### src/rtl/seg_scan_blinker.sv
// N-digit multiplexed seven-segment scanner with hex decode, per-slot guard blanking and a
// fixed-rate blink output. Define SEG_DIGIT_BLINK_EN to blank blink_mask digits while blink is low.
module seg_scan_blinker #(
   parameter int unsigned CLK_HZ        = 24000000,
   parameter int unsigned BLINK_MILLIHZ = 2400,
   parameter int unsigned NUM_DIGITS    = 2,
   parameter int unsigned SCAN_HZ       = 1000,
   parameter int unsigned GUARD_CYCLES  = 1,
   parameter int unsigned ACTIVE_LOW    = 1
) (
   input  logic                      clk,
   input  logic                      reset,
   input  logic                      en,
   input  logic [4*NUM_DIGITS-1:0]   digits,
   input  logic [NUM_DIGITS-1:0]     blink_mask,
   output logic [6:0]                seg,
   output logic [NUM_DIGITS-1:0]     an,
   output logic                      blink,
   output logic                      slot_tick
);

   // 64-bit product: CLK_HZ*500 overflows 32 bits at the default clock.
   localparam longint unsigned HALF_L = (64'(CLK_HZ) * 64'd500) / 64'(BLINK_MILLIHZ);
   localparam int unsigned HALF = 32'(HALF_L);
   localparam int unsigned SLOT = CLK_HZ / (SCAN_HZ * NUM_DIGITS);
   localparam int unsigned BW   = (HALF > 1) ? $clog2(HALF) : 1;
   localparam int unsigned SW   = (SLOT > 1) ? $clog2(SLOT) : 1;
   localparam int unsigned IW   = (NUM_DIGITS > 1) ? $clog2(NUM_DIGITS) : 1;

   localparam logic [BW-1:0] HALF_MAX = BW'(HALF - 1);
   localparam logic [SW-1:0] SLOT_MAX = SW'(SLOT - 1);
   localparam logic [SW-1:0] GUARD_V  = SW'(GUARD_CYCLES);
   localparam logic [IW-1:0] IDX_MAX  = IW'(NUM_DIGITS - 1);

   localparam logic [6:0]            SEG_OFF = (ACTIVE_LOW != 0) ? 7'h7F : 7'h00;
   localparam logic [NUM_DIGITS-1:0] AN_OFF  = (ACTIVE_LOW != 0) ? '1 : '0;

   if (HALF < 1) begin : g_bad_half
      $error("seg_scan_blinker: blink half-period must be at least one cycle");
   end
   if (SLOT <= GUARD_CYCLES) begin : g_bad_slot
      $error("seg_scan_blinker: slot length must exceed GUARD_CYCLES");
   end
   if (NUM_DIGITS < 1 || NUM_DIGITS > 8) begin : g_bad_digits
      $error("seg_scan_blinker: NUM_DIGITS must be in 1..8");
   end

   logic [BW-1:0]         blink_cnt;
   logic [SW-1:0]         slot_cnt;
   logic [IW-1:0]         idx;
   logic [3:0]            nibble;
   logic [6:0]            seg_hi;
   logic [NUM_DIGITS-1:0] an_hi;

   always_ff @(posedge clk) begin
      if (!reset) begin
         blink_cnt <= '0;
         blink     <= 1'b0;
      end else if (blink_cnt == HALF_MAX) begin
         blink_cnt <= '0;
         blink     <= ~blink;
      end else begin
         blink_cnt <= blink_cnt + BW'(1);
      end
   end

   always_ff @(posedge clk) begin
      if (!reset) begin
         slot_cnt  <= '0;
         idx       <= '0;
         slot_tick <= 1'b0;
      end else begin
         slot_tick <= (slot_cnt == SLOT_MAX);
         if (slot_cnt == SLOT_MAX) begin
            slot_cnt <= '0;
            idx      <= (idx == IDX_MAX) ? '0 : idx + IW'(1);
         end else begin
            slot_cnt <= slot_cnt + SW'(1);
         end
      end
   end

   always_comb begin
      nibble = 4'h0;
      an_hi  = '0;
      for (int k = 0; k < NUM_DIGITS; k++) begin
         if (idx == IW'(k)) begin
            nibble   = digits[4*k +: 4];
            an_hi[k] = 1'b1;
         end
      end
      if (!en || slot_cnt < GUARD_V) an_hi = '0;
`ifdef SEG_DIGIT_BLINK_EN
      if (!blink) an_hi = an_hi & ~blink_mask;
`endif
      seg_hi = 7'h00;
      case (nibble)
         4'h0: seg_hi = 7'h3F;
         4'h1: seg_hi = 7'h06;
         4'h2: seg_hi = 7'h5B;
         4'h3: seg_hi = 7'h4F;
         4'h4: seg_hi = 7'h66;
         4'h5: seg_hi = 7'h6D;
         4'h6: seg_hi = 7'h7D;
         4'h7: seg_hi = 7'h07;
         4'h8: seg_hi = 7'h7F;
         4'h9: seg_hi = 7'h6F;
         4'hA: seg_hi = 7'h77;
         4'hB: seg_hi = 7'h7C;
         4'hC: seg_hi = 7'h39;
         4'hD: seg_hi = 7'h5E;
         4'hE: seg_hi = 7'h79;
         4'hF: seg_hi = 7'h71;
         default: seg_hi = 7'h00;
      endcase
   end

`ifndef SEG_DIGIT_BLINK_EN
   logic unused_blink_mask;
   assign unused_blink_mask = ^blink_mask;
`endif

   always_ff @(posedge clk) begin
      if (!reset) begin
         seg <= SEG_OFF;
         an  <= AN_OFF;
      end else begin
         seg <= (ACTIVE_LOW != 0) ? ~seg_hi : seg_hi;
         an  <= (ACTIVE_LOW != 0) ? ~an_hi : an_hi;
      end
   end

endmodule

### config.mk
export PLATFORM = sky130hd
export DESIGN_NAME = seg_scan_blinker
export DESIGN_NICKNAME = d
export VERILOG_FILES = /design/src/rtl/seg_scan_blinker.sv
export SDC_FILE = /design/constraint.sdc
export NUM_CORES = 1
export LEC_CHECK = 0
export ABC_AREA = 1
export CELL_PAD_IN_SITES_DETAIL_PLACEMENT = 0
export CELL_PAD_IN_SITES_GLOBAL_PLACEMENT = 1
export CORE_AREA = 2 2 85 87
export CTS_BUF_LIST = sky130_fd_sc_hd__clkbuf_2 sky130_fd_sc_hd__clkbuf_4 sky130_fd_sc_hd__clkbuf_8
export DETAILED_ROUTE_END_ITERATION = 8
export DIE_AREA = 0 0 87 89
export PLACE_DENSITY = 0.79
export SETUP_SLACK_MARGIN = 0.02
export SLEW_MARGIN = 20
export SYNTH_ARGS = -nofsm -noshare
export SYNTH_HDL_FRONTEND = slang
export SYNTH_SLANG_ARGS = --single-unit
### constraint.sdc
create_clock -name clk -period 1.5 [get_ports clk]
set_input_delay 0.225 -clock clk [delete_from_list [all_inputs] [get_ports clk]]
set_output_delay 0.225 -clock clk [all_outputs]
set_load 0.03 [all_outputs]
# Word level (Yosys, flattened, before mapping)
# Memories as Yosys holds them, arrays and structs flattened.
# Cells that the tools add are included.
dict set report classes {
  addsub 3
  magnitude_cmp 1
  n_eq_ne 2
  n_mux 5
  bitwise 4
  reduce_logical 4
}
# cell count
set op_table {}
lappend op_table {{23-bit by 1-bit adder with 23-bit output (second input constant)} 1}
lappend op_table {{23-bit == test (second input constant)} 1}
lappend op_table {{14-bit by 1-bit adder with 14-bit output (second input constant)} 1}
lappend op_table {{14-bit == test (second input constant)} 1}
lappend op_table {{14-bit by 1-bit less-than comparator with 1-bit output (second input constant)} 1}
lappend op_table {{7-bit NOT} 1}
lappend op_table {{4-bit 2-to-1 mux} 1}
lappend op_table {{2-bit OR reduction} 2}
lappend op_table {{1-bit 2-to-1 mux} 3}
lappend op_table {{2-bit 2-to-1 mux} 1}
lappend op_table {{1-bit NOT} 2}
lappend op_table {{2-bit NOT} 1}
lappend op_table {{1-bit adder (second input constant)} 1}
lappend op_table {{1-bit logical NOT} 1}
lappend op_table {{1-bit logical OR} 1}
dict set report word_totals {
  register_bits 49
  mem_bits_ro 112
  input_bits 13
  output_inout_bits 11
  elab_cells 27
  memories 1
}
# memory words width rd rd_ports_with_merged_regs wr line_no
set memory_table {}
lappend memory_table {{(no name shown)} 16 7 1 0 0 97} ;# case (nibble)

# Longest topological paths before layout
# Gate-level depths: netlist of the first run.
dict set report logic_depth {
  depth_word 4
  ltp_mapped 10
  ltp_nobuf 10
}

# Worst setup path after synthesis of the first run
# Ideal clock, no wire load.
dict set report synth_path {
  path_kind {reg-to-reg}
  startpoint {register idx}
  endpoint {register seg[3]}
  setup_time_ns 0.129
  t_arrival_ns 1.430
  required_time_ns 1.371
  path_slack_ns -0.059
  path_stages_with_launch 9
  n_path_buf 1
  period_less_slack_ns 1.559
  path_cell_list {dfxtp_1 > buf_4 > o21ai_1 > inv_1 > ha_1 > nand2_1 > nand2_1 > o21ai_0 > nand2_1}
}
dict set report synth_via {
  elab_chain_cells 3
}
# item line_no
set synth_lines {}
lappend synth_lines {{start: declaration} 50} ;# logic [IW-1:0] idx;
lappend synth_lines {{start signal: assignment} 76} ;# idx <= (idx == IDX_MAX) ? '0 : idx + IW'(1);
lappend synth_lines {{4-bit 2-to-1 mux} 87} ;# if (idx == IW'(k)) begin
lappend synth_lines {{memory 16 x 7 bit} -}
lappend synth_lines {{7-bit NOT} 128} ;# seg <= (ACTIVE_LOW != 0) ? ~seg_hi : seg_hi;
lappend synth_lines {{end signal: assignment} 128}
lappend synth_lines {{end: declaration} 16} ;# output logic [6:0] seg,
# No other way between the ends.
# A chain may end at the register's enable or synchronous reset.

# Final worst setup path of the first run
dict set report layout_path {
  startpoint {register slot_cnt[1]}
  endpoint {register idx}
}
dict set report layout_via {
  elab_chain_cells 1
}
# item line_no
set layout_lines {}
lappend layout_lines {{start: declaration} 49} ;# logic [SW-1:0] slot_cnt;
lappend layout_lines {{start signal: assignment} 78} ;# slot_cnt <= slot_cnt + SW'(1);
lappend layout_lines {{14-bit == test} 74} ;# if (slot_cnt == SLOT_MAX) begin
# No other way between the ends.

==> results of run 1 <==
==> layout make-up <==
class                           instances  area, sq um
Fill cell                             703         3480
Multi-Input combinational cell        277         1520
Sequential cell                        49          988
Timing Repair Buffer                   46          388
Inverter                               42          158
Tap cell                               80          100
Clock buffer                            6         82.6
Clock inverter                          1         7.51
==> metrics by stage <==
stage | worst slack, ns | TNS [ns]
final | 0.0913 | 0
after floorplan | 0.0567 | 0
after CTS | 0.0370 | 0
after global routing | 0.0153 | 0
after global placement | -0.154 | -0.508
after detailed placement | -0.169 | -0.593
==> worst max path at each step <==
stage,startpoint,endpoint,slack (ns),cells past startpoint
2_1_floorplan,idx$_SDFFE_PN0P_,seg[3]$_SDFF_PN1_,0.06,8
3_3_place_gp,digits[0],seg[3]$_SDFF_PN1_,-0.15,8
3_5_place_dp,digits[0],seg[0]$_SDFF_PN1_,-0.17,8
4_1_cts,idx$_SDFFE_PN0P_,seg[3]$_SDFF_PN1_,0.04,8
5_1_grt,idx$_SDFFE_PN0P_,seg[0]$_SDFF_PN1_,0.02,9
6_report,slot_cnt[1]$_SDFF_PP0_,idx$_SDFFE_PN0P_,0.09,7
==> cells in the final DEF, fill, tap and decap left out, types with 5 or more instances in the layout <==
| master | n |
|---|---|
| nand2_1 | 95 |
| nor2_1 | 59 |
| dfxtp_1 | 45 |
| inv_1 | 41 |
| buf_4 | 24 |
| nand3_1 | 19 |
| a21oi_1 | 15 |
| dlygate4sd2_1 | 11 |
| nand4_1 | 10 |
| o21ai_0 | 10 |
| clkdlybuf4s50_1 | 10 |
| xor2_1 | 9 |
| nor2_2 | 7 |
| ha_1 | 7 |
| clkbuf_8 | 6 |
| nor3_1 | 5 |
==> registers in the layout, indices dropped and copies added (netlist names) <==
register / flops
blink_cnt: 23
blink: 1
slot_cnt: 14
slot_tick: 1
idx: 1
an: 2
seg: 7
==> routing by layer <==
layer	part of all wire	track usage	up-vias
li1	-	-	1274
met1	0.49	0.197	1116
met2	0.46	0.260	41
met3	0.039	0.0314	8
met4	0.012	0.0455	0
met5	0	0	-
==> power breakdown <==
part / leakage (uW) / internal, uW / switching (uW) / total (uW)
clock: 0.0000433 / 366 / 442 / 808
combinational: 0.000766 / 115 / 145 / 260
sequential: 0.000400 / 1330 / 15.7 / 1350
total: 0.00121 / 1810 / 603 / 2410
==> worst max-delay path, cell delays in order (launching register included) <==
cell and delay [ns]:
dfxtp_1 0.35, ha_2 0.20, nand3_2 0.09, nor3_2 0.21, nand2_1 0.11, nand2_4 0.14
buf_4 0.12, o21ai_0 0.06
==> timing repair <==
item / CTS / global route
buffers inserted: 0 / 5
resized for setup: 13 / 19
setup endpoints to repair: 14 / 42
pin swaps: 0 / 8
cloned: 0 / 3
==> cell families after synthesis <==
kind of cell / after synthesis / share of synthesized area
XOR/XNOR: 13 / 0.0439
flip-flops: 49 / 0.379
buffers and inverters: 47 / 0.0782
adder cells (fa/ha/maj): 9 / 0.0435
AO/OA/AOI/OAI: 35 / 0.0787
AND/OR/NAND/NOR: 217 / 0.377
==> metrics, run 1 <==
Peak Freq 0.710 GHz; Pre-Repair DR Iteration Count 4; worst hold stages 2; post-synthesis sequential area ratio 0.379; hold_sp en; most frequent cell after synthesis nand2_1; first-pass GRT wire length roughly 9.6 mm; Finished Core Util 0.482; vias per std cell 4.87; GRT overflow 0; GRT Util Overall 0.153; area grow syn2layout 25.1%; final hold violation count 0; area leader, netlist dfxtp_1; Hold WS ~0.47 ns; Slew headroom 0.783; Placed Instances 486; Synth Register Bits ~50; Worst Path Arrival approximately 1.6 ns; r2r setup slk 0.09 ns; EDFF count, synth 0; DRT antenna net count 0; Synth Cell Area 2590 sq um; deepest clock path buffer count 2; crit share post-route 0.939; Routed WL per cell 11.6 microns; IO Port Bufs 21; Die ar. slightly below 8000 sq um; Ys Warns 0; DIE WIDTH 87 microns; Syn Nets 392; Final nets around 440; Syn Area/Cell 7.00 sq um; Reg-to-Reg End idx$_SDFFE_PN0P_; P_leak 0.00121 uW; critical path fanouts, max 8; Setup CP Type reg -> reg; Syn Inst Count 370; Crit path required time 1.69 ns; top cell type's share of synthesized area 0.379; CTS root buffer clkbuf_8; Reg2Reg Depth 7; vias in the first global route 2173; Ports 24; GP Congestion 0.878; DIE HEIGHT 89 microns; pwr dens 744 nW/um^2; r2r startpoint slot_cnt[1]$_SDFF_PP0_; Initial Utilization 0.386; CTS tree yes; min cycle time layout approximately 1.4 ns; Finished Cell Area between 3000 and 4000 sq um; Worst-Skew Late Latency 0.30 ns; Startpoint Class flop; ant diodes 0; clock sinks 49; Worst Hold Endpoint an[0]$_SDFF_PN1_; Top FF cell, synth dfxtp_1; Hold WC Path Type in -> reg; largest net degree at the start of global routing 24; RSZ-0062 raised after global routing yes; Hold Buf Count CTS 0; Num CTS Buffers 5; Worst Setup End Kind flop; Async SR Flop Fraction 0; Final setup viols 0; # H-tree levels 2; Core Region 6720 sq um; layout cell share with drive strength beyond 1 0.162; vias 2439; Total Wirelength 5.83 mm; Synth top cells by count nand2_1 (96), nor2_1 (60), dfxtp_1 (49); status finished clean; DP HPWL roughly 4.2 mm; clk_skew 0.0114 ns; row count 30; # DRC 0; Worst-path clk slew 0.09 ns; max cap viols 0; Final Total Pwr 2410 uW; largest cells by area after synthesis dfxtp_1 (38%), nand2_1 (14%), nor2_1 (8.7%); Yosys cell types 32; fin. max-slew vios 0; Final Non-Filler Cells 501; initial antenna violation count 0; initial drt markers 156; dpl cell area approximately 3000 sq um; worst slew pin tran 0.327 ns; VDD IR max 0.554 mV
Power figures use the tool's default switching activity.
==> inputs of run 2 (changes only) <==
- CORE_AREA: 2 2 85 87 -> 2 2 87 89
- CTS_BUF_LIST: sky130_fd_sc_hd__clkbuf_2 sky130_fd_sc_hd__clkbuf_4 sky130_fd_sc_hd__clkbuf_8 -> sky130_fd_sc_hd__clkbuf_8 sky130_fd_sc_hd__clkbuf_16
- DIE_AREA: 0 0 87 89 -> 0 0 89 91
- PLACE_DENSITY: 0.79 -> 0.76
==> run 2 against run 1 <==
Compared with the run above:
- critical path depth grew 1
- final cell count grew 2.8%
- clock power grew 4.3%
- largest cell class unchanged
- first-iteration DRC count shrank 51%
- sequential share of layout area grew 0.069 points
- total power grew 1.2%
- highest routed layer unchanged
==> metrics, run 2 (same netlist as run 1, synthesis figures left out) <==
status finished clean; commonest non-fill, non-tap cell in the layout nand2_1; vias per std cell 4.55 (-6.6%); most frequent cells in the layout nand2_1 (95), nor2_1 (60), dfxtp_1 (42); Placed Instances 503 (+3.5%); Clock Power Share 0.345 (+0.010); Comb pwr share 0.103 (-0.005); Startpoint Class flop; ant diodes 0 (unchanged); sequence of cells on the critical path nand2_1, o21ai_4, inv_1, ha_1, nand2_1, nand2_1, o21ai_1, nand2_1; GRT Util Overall 0.151 (-0.00243); crit-path most repeated cell nand2_1; GRT overflow 0 (unchanged); crit share post-route 0.917 (-0.0221); row count 31 (+3.3%); Final setup viols 0 (unchanged); Reg power frac 0.552 (-0.005); Ports 24 (unchanged); Total Wirelength 5.65 mm (-3.2%); Worst Path Arrival 1.58 ns (-0.02 ns); Finished Core Util 0.455 (-0.0276); DP HPWL 4.14 mm (-1.1%); P_sw 627 uW (+4.0%); clk_skew 0.00791 ns (-0.00348 ns); DRT antenna net count 0 (unchanged); area grow syn2layout 25.3%; min cycle time layout 1.38 ns (-0.0331 ns); DIE HEIGHT 91 microns (+2.2%); Worst-path clk slew 0.10 ns (about the same); Setup CP Type reg -> reg; max reg flops 23 (unchanged); CTS root buffer clkbuf_8; Peak Freq 0.727 GHz (+2.4%); Worst Setup End Kind flop; worst slew pin tran 0.591 ns (+0.263 ns); vias 2341 (-4.0%); Hold Buf Count CTS 0 (unchanged); vias in the first global route 2231 (+2.7%); GP Congestion 0.835 (-4.9%); IO Port Bufs 21 (unchanged); Die ar. 8100 sq um (+4.6%); final hold violation count 0 (unchanged); initial drt markers 77 (-51%); Final nets 437 (-1.4%); Hold WC Path Type in -> reg; layout cell share with drive strength beyond 1 0.163 (+0.00194); Crit path required time 1.70 ns (about the same); Routed WL per cell 11.0 microns (-5.8%); slowest cell delay on critical path 0.40 ns (+0.05 ns); deepest clock path buffer count 2 (unchanged); first-pass GRT wire length 9.91 mm (+3.5%); DIE WIDTH 89 microns (+2.3%); largest net degree at the start of global routing 24 (unchanged); critical path fanouts, max 6 (-2); clock sinks 49 (unchanged); Final Non-Filler Cells 515 (+2.8%); Worst path slowest cell dfxtp_4; Initial Utilization 0.363 (-0.0226); initial antenna violation count 0 (unchanged); Final Total Pwr 2440 uW (+1.2%); fin. max-slew vios 0 (unchanged); Num CTS Buffers 5 (unchanged); Worst-Skew Late Latency 0.31 ns (about the same); Slew headroom 0.605 (-0.178); switching share of power 0.257 (+0.00682); Int Power 1820 uW (+0.31%); Reg with most FFs blink_cnt; # DRC 0 (unchanged); Core Region 7140 sq um (+6.2%); Pre-Repair DR Iteration Count 4 (unchanged); P_leak 0.00119 uW (-1.5%); CTS tree yes; pwr dens 752 nW/um^2 (+1.1%); max cap viols 0 (unchanged); # H-tree levels 2 (unchanged); RSZ-0062 raised after global routing no; biggest regs blink_cnt: 23 flops, slot_cnt: 14 flops, seg: 7 flops; VDD IR max 0.374 mV (-32%)
==> run 2: final timing paths <==
kind / depth (start not counted) / end / from / slack (ns)
worst min-delay path: 2 / an[1]$_SDFF_PN1_ / en / 0.44
worst max register to register: 8 / seg[0]$_SDFF_PN1_ / idx$_SDFFE_PN0P_ / 0.12
worst min register to register: 2 / slot_cnt[11]$_SDFF_PP0_ / slot_cnt[11]$_SDFF_PP0_ / 0.48
worst max-delay path: 8 / seg[0]$_SDFF_PN1_ / idx$_SDFFE_PN0P_ / 0.12
==> run 2: final cells by class <==
class | count | area, sq um
clock buffers | 6 | 82.6
clock inverters | 2 | 13.8
fillers | 762 | 3890
inverters | 42 | 158
multi-input cells | 276 | 1510
flip-flops and latches | 49 | 992
well taps | 99 | 124
repair buffers | 41 | 363
==> run 2: timing repair <==
item,CTS,global route
pin swaps,0,6
cloned,0,2
endpoints found under the setup margin,17,40
setup buffers,0,2
gates resized for setup,13,24
==> run 2: per-stage QoR <==
stage | hold slack (ns) | cell area, sq um | worst slack, ns | TNS, ns
6_report | 0.439 | 3250 | 0.124 | 0
4_1_cts | 0.431 | 3120 | 0.0497 | 0
2_1_floorplan | 0.319 | 2590 | 0.0567 | 0
3_3_place_gp | 0.466 | 3030 | -0.148 | -0.526
5_1_grt | 0.454 | 3250 | 0.00809 | 0
3_5_place_dp | 0.474 | 3030 | -0.197 | -0.709
==> run 2: worst max-delay path, delay by kind of cell (launching register included) <==
kind	cells	cell delay, ns
flops	1	0.40
simple gates	4	0.32
fa+ha+maj	1	0.23
compound gates	2	0.22
buf+inv	1	0.08
==> run 2: power by group through the flow <==
| stage | clock network [uW] | registers (uW) | logic, uW |
|---|---|---|---|
| 5_1_grt | 928 | 1350 | 278 |
| 3_5_place_dp | 0 | 1380 | 250 |
| 6_report | 843 | 1350 | 251 |
| 3_3_place_gp | 0 | 1370 | 247 |
| 4_1_cts | 883 | 1340 | 241 |
| 2_1_floorplan | 0 | 1410 | 105 |
==> run 2: metal layers <==
metal / global-route usage / share of wire / up-vias
li1: - / - / 1269
met1: 0.199 / 0.49 / 1031
met2: 0.239 / 0.45 / 33
met3: 0.0373 / 0.035 / 8
met4: 0.0498 / 0.018 / 0
met5: 0 / 0 / -
==> inputs of run 3 (changes only) <==
- RECOVER_POWER: default -> 50
==> run 3 against run 2 <==
Compared with the run above:
- worst setup slack worse by 0.0092 ns
- sequential power barely moved
- final area down 0.35%
- utilization shrank 0.16 points
- routed wire length increased by 0.12%
- die area unchanged
- total power is 0.23% lower
- flip-flop and latch count unchanged
- final cell count is the same
- critical path type unchanged
- largest cell class unchanged
==> metrics, run 3 (same netlist as run 1, synthesis figures left out) <==
status finished clean; area grow syn2layout 24.9%; Fillers 765 (+0.39%); clk_skew 0.00821 ns (+0.000302 ns); vias per std cell 4.53 (-0.30%); Routed WL per cell 11.0 microns (+0.12%); r2r setup slk 0.12 ns (about the same); Comb pwr share 0.103 (about the same); Initial Utilization 0.363 (unchanged); DRT antenna net count 0 (unchanged); initial drt markers 62 (-19%); GRT overflow 0 (unchanged); DIE HEIGHT 91 microns (unchanged); Final setup viols 0 (unchanged); GP Congestion 0.835 (unchanged); Hold Buf Count CTS 0 (unchanged); RSZ-0062 raised after global routing no; pwr dens 753 nW/um^2 (+0.11%); Die ar. 8100 sq um (unchanged); Worst-Skew Late Latency 0.31 ns (about the same); Startpoint Class flop; VDD IR max 0.373 mV (-0.40%); Final nets 437 (unchanged); Reg with most FFs blink_cnt; max reg flops 23 (unchanged); vias 2334 (-0.30%); max cap viols 0 (unchanged); GRT Util Overall 0.151 (unchanged); biggest regs blink_cnt: 23 flops, slot_cnt: 14 flops, seg: 7 flops; Hold WC Path Type in -> reg; vias in the first global route 2231 (unchanged); Worst Setup End Kind flop; P_leak 0.00119 uW (about the same); deepest clock path buffer count 2 (unchanged); most frequent cells in the layout nand2_1 (95), nor2_1 (60), dfxtp_1 (42); CTS tree yes; largest net degree at the start of global routing 24 (unchanged); pre-CTS WS -0.197 ns (unchanged); crit share post-route 0.923 (+0.00612); Reg-to-Reg End blink_cnt[9]$_SDFF_PP0_; Ports 24 (unchanged); initial antenna violation count 0 (unchanged); # H-tree levels 2 (unchanged); IO Port Bufs 21 (unchanged); DP HPWL 4.14 mm (unchanged); final worst slack 0.115 ns (-0.00918 ns); Pre-Repair DR Iteration Count 4 (unchanged); DIE WIDTH 89 microns (unchanged); CTS root buffer clkbuf_8; Num CTS Buffers 5 (unchanged); r2r startpoint blink_cnt[1]$_SDFF_PP0_; Slew headroom 0.636 (+0.0310); Clock Power Share 0.344 (about the same); Peak Freq 0.722 GHz (-0.66%); Setup crit start blink_cnt[1]$_SDFF_PP0_; commonest non-fill, non-tap cell in the layout nand2_1; CP endpoint blink_cnt[9]$_SDFF_PP0_; row count 31 (unchanged); ant diodes 0 (unchanged); Core Region 7140 sq um (unchanged); Crit path required time 1.70 ns (about the same); final hold violation count 0 (unchanged); Int Power 1820 uW (about the same); Worst Path Arrival 1.59 ns (about the same); # DRC 0 (unchanged); P_sw 622 uW (-0.80%); first-pass GRT wire length 9.91 mm (unchanged); Reg power frac 0.553 (about the same); Total Wirelength 5.65 mm (+0.12%); switching share of power 0.255 (-0.00145); Reg2Reg Depth 6 (-2); layout cell share with drive strength beyond 1 0.163 (unchanged); critical path fanouts, max 6 (unchanged); Finished Core Util 0.453 (-0.00158); min cycle time layout 1.38 ns (+0.00918 ns); worst slew pin tran 0.544 ns (-0.0463 ns); Worst-path clk slew 0.10 ns (about the same); Setup CP Type reg -> reg; clock sinks 49 (unchanged); fin. max-slew vios 0 (unchanged)
## run 3: cell counts in the layout (fill, tap and decap cells not counted)
Identical to the previous run, type by type.
## run 3: how the worst min path moves through the flow
stage	from	end	slack, ns	cells after the start
detailed placement	slot_cnt[13]$_SDFF_PP0_	slot_cnt[13]$_SDFF_PP0_	0.47	2
global route	en	an[0]$_SDFF_PN1_	0.45	2
finish	en	an[1]$_SDFF_PN1_	0.44	2
floorplan	en	an[0]$_SDFF_PN1_	0.32	1
CTS	en	an[0]$_SDFF_PN1_	0.43	2
global placement	slot_cnt[13]$_SDFF_PP0_	slot_cnt[13]$_SDFF_PP0_	0.47	2
## run 3: through the flow
| step | setup TNS (ns) | hold slack, ns | area (sq um) | instances | total power, uW |
|---|---|---|---|---|---|
| 2_1_floorplan | 0 | 0.319 | 2590 | 370 | 1510 |
| 3_3_place_gp | -0.526 | 0.466 | 3030 | 503 | 1620 |
| 3_5_place_dp | -0.709 | 0.474 | 3030 | 503 | 1630 |
| 4_1_cts | 0 | 0.431 | 3120 | 511 | 2470 |
| 5_1_grt | 0 | 0.454 | 3240 | 515 | 2560 |
| 6_report | 0 | 0.439 | 3240 | 515 | 2440 |
## run 3: power by group through the flow
stage	Combinational, uW	Clock (uW)	Sequential, uW
after floorplan	105	0	1410
after global placement	247	0	1370
after detailed placement	250	0	1380
after CTS	241	883	1340
after global routing	277	928	1350
final	250	839	1350
## run 3: repair_timing
action                     CTS  global route
pin swaps                    0             6
setup buffers                0             2
setup endpoints to repair   17            40
resized for setup           13            24
cloned                       0             2
## run 3: critical path: stages (launching register included)
cell and delay (ns):
dfxtp_1 0.39, ha_4 0.17, nand3_4 0.09, nor3_2 0.20, nand3_4 0.17, nand2_2 0.19, nor2_1 0.07
## run 3: area by class of cell
class,instances,area [sq um],share of cell area
clock buffers,6,82.6,0.0255
clock inverters,2,13.8,0.00425
inverters,42,158,0.0487
multi-input cells,276,1500,0.464
flip-flops and latches,49,992,0.307
well taps,99,124,0.0383
repair buffers,41,363,0.112
## run 3: metal layers
layer / global-route usage / vias up / wire length [microns]
met5: 0 / - / 0
met4: 0.0498 / 0 / 101
met3: 0.0373 / 8 / 193
met2: 0.239 / 31 / 2570
met1: 0.199 / 1031 / 2790
li1: - / 1264 / -
